[config.mk]
export PLATFORM = sky130hd
export DESIGN_NAME = fpu_sp_addsub_arbiter
export DESIGN_NICKNAME = d
export VERILOG_FILES = /design/src/rtl/fpu_sp_addsub_arbiter.sv
export SDC_FILE = /design/constraint.sdc
export NUM_CORES = 1
export LEC_CHECK = 0
export ABC_CLOCK_PERIOD_IN_PS = 27300
export CAP_MARGIN = 20
export CORE_ASPECT_RATIO = 1.75
export CORE_MARGIN = 3
export CORE_UTILIZATION = 25
export CTS_CLUSTER_SIZE = 30
export DETAILED_ROUTE_END_ITERATION = 12
export PLACE_DENSITY = 0.43
export SYNTH_ARGS = -nofsm -noshare
export SYNTH_HDL_FRONTEND = slang
export SYNTH_SLANG_ARGS = --single-unit
[constraint.sdc]
create_clock -name clk -period 27.3 [get_ports clk]
set_input_delay 5.46 -clock clk [delete_from_list [all_inputs] [get_ports clk]]
set_output_delay 5.46 -clock clk [all_outputs]
set_load 0.1 [all_outputs]
[src/rtl/fpu_sp_addsub_arbiter.sv]
// Two-requester arbiter sharing one single-precision subtractor (A+B done as A-(-B)).
// Optional FPU_ARB_FIXED_PRIORITY_EN: requester 0 always wins contention instead of round-robin.

module fpu_sp_subtractor (
    input  logic [31:0] a,
    input  logic [31:0] b,
    output logic [31:0] y,
    output logic        flag
);
    logic              sa, sb, sx, sy, a_nan, b_nan, a_inf, b_inf, rnd, carry;
    logic [7:0]        ea, eb, ex, ey, d;
    logic [23:0]       ma, mb, mx, my;
    logic [55:0]       wide;
    logic [26:0]       xa, ya, nrm;
    logic [27:0]       sum;
    logic [22:0]       frac;
    logic [4:0]        lz;
    logic signed [9:0] en;

    assign sa    = a[31];
    assign sb    = ~b[31];
    assign ea    = a[30:23];
    assign eb    = b[30:23];
    // subnormal inputs are flushed to zero
    assign ma    = (ea == 8'd0) ? 24'd0 : {1'b1, a[22:0]};
    assign mb    = (eb == 8'd0) ? 24'd0 : {1'b1, b[22:0]};
    assign a_nan = (&ea) & (|a[22:0]);
    assign b_nan = (&eb) & (|b[22:0]);
    assign a_inf = (&ea) & ~(|a[22:0]);
    assign b_inf = (&eb) & ~(|b[22:0]);

    always_comb begin
        if ({ea, ma} >= {eb, mb}) begin
            sx = sa; ex = ea; mx = ma; sy = sb; ey = eb; my = mb;
        end else begin
            sx = sb; ex = eb; mx = mb; sy = sa; ey = ea; my = ma;
        end
        d    = ex - ey;
        wide = {my, 32'd0} >> d;
        xa   = {mx, 3'b000};
        // [26:3] significand, [2] guard, [1] round, [0] sticky
        ya   = (d > 8'd31) ? {26'd0, |my} : {wide[55:30], |wide[29:0]};
        sum  = (sx == sy) ? ({1'b0, xa} + {1'b0, ya}) : ({1'b0, xa} - {1'b0, ya});
        lz   = 5'd0;
        for (int i = 0; i < 27; i++)
            if (sum[i]) lz = 5'(26 - i);
        if (sum[27]) begin
            nrm = {sum[27:2], sum[1] | sum[0]};
            en  = $signed({2'b00, ex}) + 10'sd1;
        end else begin
            nrm = sum[26:0] << lz;
            en  = $signed({2'b00, ex}) - $signed({5'd0, lz});
        end
        rnd           = nrm[2] & (nrm[1] | nrm[0] | nrm[3]);
        {carry, frac} = {1'b0, nrm[25:3]} + 24'(rnd);
        if (carry) en = en + 10'sd1;

        flag = 1'b0;
        if (a_nan || b_nan || (a_inf && b_inf && (sa != sb)))
            y = 32'h7FC0_0000;
        else if (a_inf)
            y = a;
        else if (b_inf)
            y = {sb, 8'hFF, 23'd0};
        else if (!nrm[26])
            y = 32'd0;
        else if (en >= 10'sd255) begin
            y = {sx, 8'hFF, 23'd0}; flag = 1'b1;
        end else if (en <= 10'sd0) begin
            y = {sx, 31'd0}; flag = 1'b1;
        end else
            y = {sx, en[7:0], frac};
    end
endmodule

module fpu_sp_addsub_arbiter (
    input  logic        clk,
    input  logic        rst_n,
    input  logic        req0_valid,
    output logic        req0_ready,
    input  logic [31:0] req0_a,
    input  logic [31:0] req0_b,
    input  logic        req0_op,
    input  logic        req1_valid,
    output logic        req1_ready,
    input  logic [31:0] req1_a,
    input  logic [31:0] req1_b,
    input  logic        req1_op,
    output logic        res_valid,
    input  logic        res_ready,
    output logic [31:0] res_data,
    output logic        res_flag,
    output logic        res_id,
    output logic        busy
);
    typedef enum logic [1:0] {IDLE, EXEC, HOLD} state_t;

    state_t      state, state_nxt;
    logic        grant, gnt_id, op_op, op_id, sub_flag;
    logic [31:0] op_a, op_b, sub_b, sub_y;

`ifdef FPU_ARB_FIXED_PRIORITY_EN
    assign gnt_id = ~req0_valid;
`else
    logic last_grant;
    assign gnt_id = (req0_valid & req1_valid) ? ~last_grant : req1_valid;

    always_ff @(posedge clk) begin
        if (!rst_n)     last_grant <= 1'b1;
        else if (grant) last_grant <= gnt_id;
    end
`endif

    always_comb begin
        state_nxt = state;
        grant     = 1'b0;
        case (state)
            IDLE: if (req0_valid || req1_valid) begin
                grant     = rst_n;
                state_nxt = EXEC;
            end
            EXEC:    state_nxt = HOLD;
            HOLD:    if (res_ready) state_nxt = IDLE;
            default: state_nxt = IDLE;
        endcase
    end

    assign req0_ready = grant & ~gnt_id;
    assign req1_ready = grant & gnt_id;
    assign busy       = (state != IDLE);

    always_ff @(posedge clk) begin
        if (!rst_n) state <= IDLE;
        else        state <= state_nxt;
    end

    assign sub_b = op_op ? op_b : {~op_b[31], op_b[30:0]};

    fpu_sp_subtractor u_sub (
        .a    (op_a),
        .b    (sub_b),
        .y    (sub_y),
        .flag (sub_flag)
    );

    always_ff @(posedge clk) begin
        if (!rst_n) begin
            op_a <= 32'd0; op_b <= 32'd0; op_op <= 1'b0; op_id <= 1'b0;
            res_valid <= 1'b0; res_data <= 32'd0; res_flag <= 1'b0; res_id <= 1'b0;
        end else begin
            if (grant) begin
                op_a  <= gnt_id ? req1_a  : req0_a;
                op_b  <= gnt_id ? req1_b  : req0_b;
                op_op <= gnt_id ? req1_op : req0_op;
                op_id <= gnt_id;
            end
            if (state == EXEC) begin
                res_data  <= sub_y;
                res_flag  <= sub_flag;
                res_id    <= op_id;
                res_valid <= 1'b1;
            end else if (state == HOLD && res_ready) begin
                res_valid <= 1'b0;
            end
        end
    end
endmodule
==> results.toml <==
[clock_tree]
clockBufferDepth = 2
postCtsSetupBuffers = 0
insertion_delay_ns = 0.40
cts_tree = "yes"
cts-root-buf = "clkbuf_16"
cts.hold.buffers_added = 0
cts_made_buffers = 9
cts.sinks = 104
post_cts_resized = 0
clkTransAtPathRegs_ns = 0.08
cts_htree_levels = 3

[synthesis]
synth_nets = 2570
yosys.area.top_type = "dfxtp_1"
synth_most_common_cell = "nand2_1"
yosysUniqueCellTypes = 113
ys_async_sr_fraction_pct = 0
synth_top_family_by_area = "compound AO/OA/AOI/OAI gates"
yosys-top-cells-count = "nand2_1 (262), nor2_1 (198), mux2i_1 (149), a21oi_1 (143), o21ai_0 (133)"
synth_compound_area_share_pct = 33.6
synthAdderAreaFrac_pct = 6.95
synthMuxAreaShare_pct = 12.4
mappedNetlistArea_um2 = 16800
synth_xor_area_share_pct = 3.07
synthSimpleGateAreaFrac_pct = 25.3
ys_seq_area_share_pct = 12.4
yosysTopAreaCellShare_pct = 12.4
synthCells = 2343
yosys_warnings = 0
synth-seq-cells = 104
syn_area_per_cell_um2 = 7.16
synth_area_leaders = "dfxtp_1 (12%), mux2i_1 (8.9%), ha_1 (6.7%), nand2_1 (5.9%), nor2_1 (4.4%)"
ys.flop_type = "dfxtp_1"
synth_edf_count = 0

[critical_path]
crit_path_max_incr_delay_ns = 1.12
ff2ff_path_depth = 47
crit_arrival_ns = 18.27
worst-setup-path-type = "register to register"
required_ns = 27.63
critPathSlowestCell = "a2111oi_0"
worstSetupStartpointType = "register"
end_kind = "register"
path_common_cell = "buf_4"
path_max_fanout = 35

[sta]
finalCritPeriodShare_pct = 65.7
setup_viol = 0
drv_slew = 0
hold_violations = 0
rsz0062_at_grt = "no"
tns_ns = 0
relSlewSlack_pct = 12.1
layout_min_cycle_time_ns = 17.94
worst_pin_slew_ns = 1.32
skew_ns = 0.0202
max_freq_mhz = 55.7

[drt]
remaining_drc_errors = 0
vias_per_cell = 5.74
wirelength_mm = 81.7
vias = 18900
dr.pass1.iters = 5
ant_nets = 0
drtIter0Drc = 1177
wl_per_cell_um = 24.8

[hold_path]
hold_class = "register to register"
hold_depth = 1

[layout]
multi_input_area_um2 = 13700
n_antenna_cell = 0
drive_above_1_share_pct = 7.01
fin_nets = 2633
synthToLayoutAreaGrowth_pct = 16.7
seq_area_um2 = 2080
fillCellCount = 7334

[global_route]
grt_max_degree = 100
grt.busiest_layer = "met2"
gr-total-overflow = 0
grt_usage_pct = 22.4
met2_usage_pct = 43.9
grt_util_met3_pct = 2.59
grt_pass1_wl_mm = 120
antenna_found_initial = 0
grtUsageMet1_pct = 21.6
grt_pass1_vias = 18900

[floorplanning]
initial_utilization_pct = 25.2
core_um2 = 66500
ioPinCount = 173
die-area_um2 = 70400
die_y_um = 349
die_w_um = 202
num_rows = 125

[placement]
port_buffers = 172
detailed_place_hpwl_mm = 67.4
globalplace.congestion = 0.992

[outcome]
outcome = "finished clean"

[flow_run]
max-cap-violations = 0
[sequential cells by signal (all words and copies together), names as in the netlist]
name        flops
res_data       32
state           2
op_id           1
op_op           1
res_id          1
last_grant      1
op_a           32
res_flag        1
res_valid       1
op_b           32
[worst paths after layout]
path,start,endpoint,slack [ns]
setup reg to reg,op_a[24],res_data[9],9.36
setup / recovery,op_a[24],res_data[9],9.36
hold reg to reg,res_data[11],res_data[11],0.47
hold / removal,res_data[11],res_data[11],0.47
[metal layers]
metal	up-vias	share of wire (%)
met4	0	7.7
met1	9044	34
met3	204	3.8
met5	-	0
li1	8979	-
met2	701	54
[layout by cell type (no fill, tap or decap), types with 22 or more instances in the layout]
cell type and n:
o211a_1 69, a211oi_1 31, and3_1 24, xnor2_1 28
mux2i_1 149, o31ai_1 27, nor3_1 76, o211ai_1 42
nand2b_1 24, o21ai_0 133, a32o_1 22, buf_4 43
nand4_1 40, and2_1 47, nand3_1 63, a21oi_1 143
nor2_1 197, dfxtp_1 104, clkdlybuf4s50_1 171, xor2_1 25
inv_1 84, nor4_1 29, nand2_1 261, a21o_1 34
ha_1 89
[metrics by stage]
stage	hold slack [ns]	utilization [%]	area, µm²	worst slack (ns)	cells
6_report	0.466	29.5	19600	9.36	3300
5_1_grt	0.485	29.5	19600	8.11	3300
4_1_cts	0.475	29.5	19600	9.55	3300
3_5_place_dp	0.457	29.0	19300	9.65	3284
3_3_place_gp	0.453	29.0	19300	10.09	3284
2_1_floorplan	0.438	-	16800	13.93	2343
[critical path, delay by kind of cell (launching register included)]
kind	cells	cell delay (ns)
simple gates	20	6.97
fa+ha+maj	3	0.86
buf+inv	9	3.44
flops	1	0.40
compound gates	15	6.11
[cell type report]
cell class	instances	share of cell area (%)
repair buffers	215	10.4
clock buffers	10	1.22
clock inverters	6	0.313
flip-flops and latches	104	10.6
inverters	92	1.79
multi-input cells	1984	69.9
well taps	889	5.68
[cell families after synthesis]
| group | count (synthesis) |
|---|---|
| AND/OR/NAND/NOR | 870 |
| AO/OA/AOI/OAI | 776 |
| buffers and inverters | 255 |
| multiplexers | 189 |
| flip-flops | 104 |
| adder cells (fa/ha/maj) | 92 |
| XOR/XNOR | 57 |
Power is left out: the tool's default activity adds up to more than one toggle a clock period on the data nets, which glitch-free logic cannot reach.
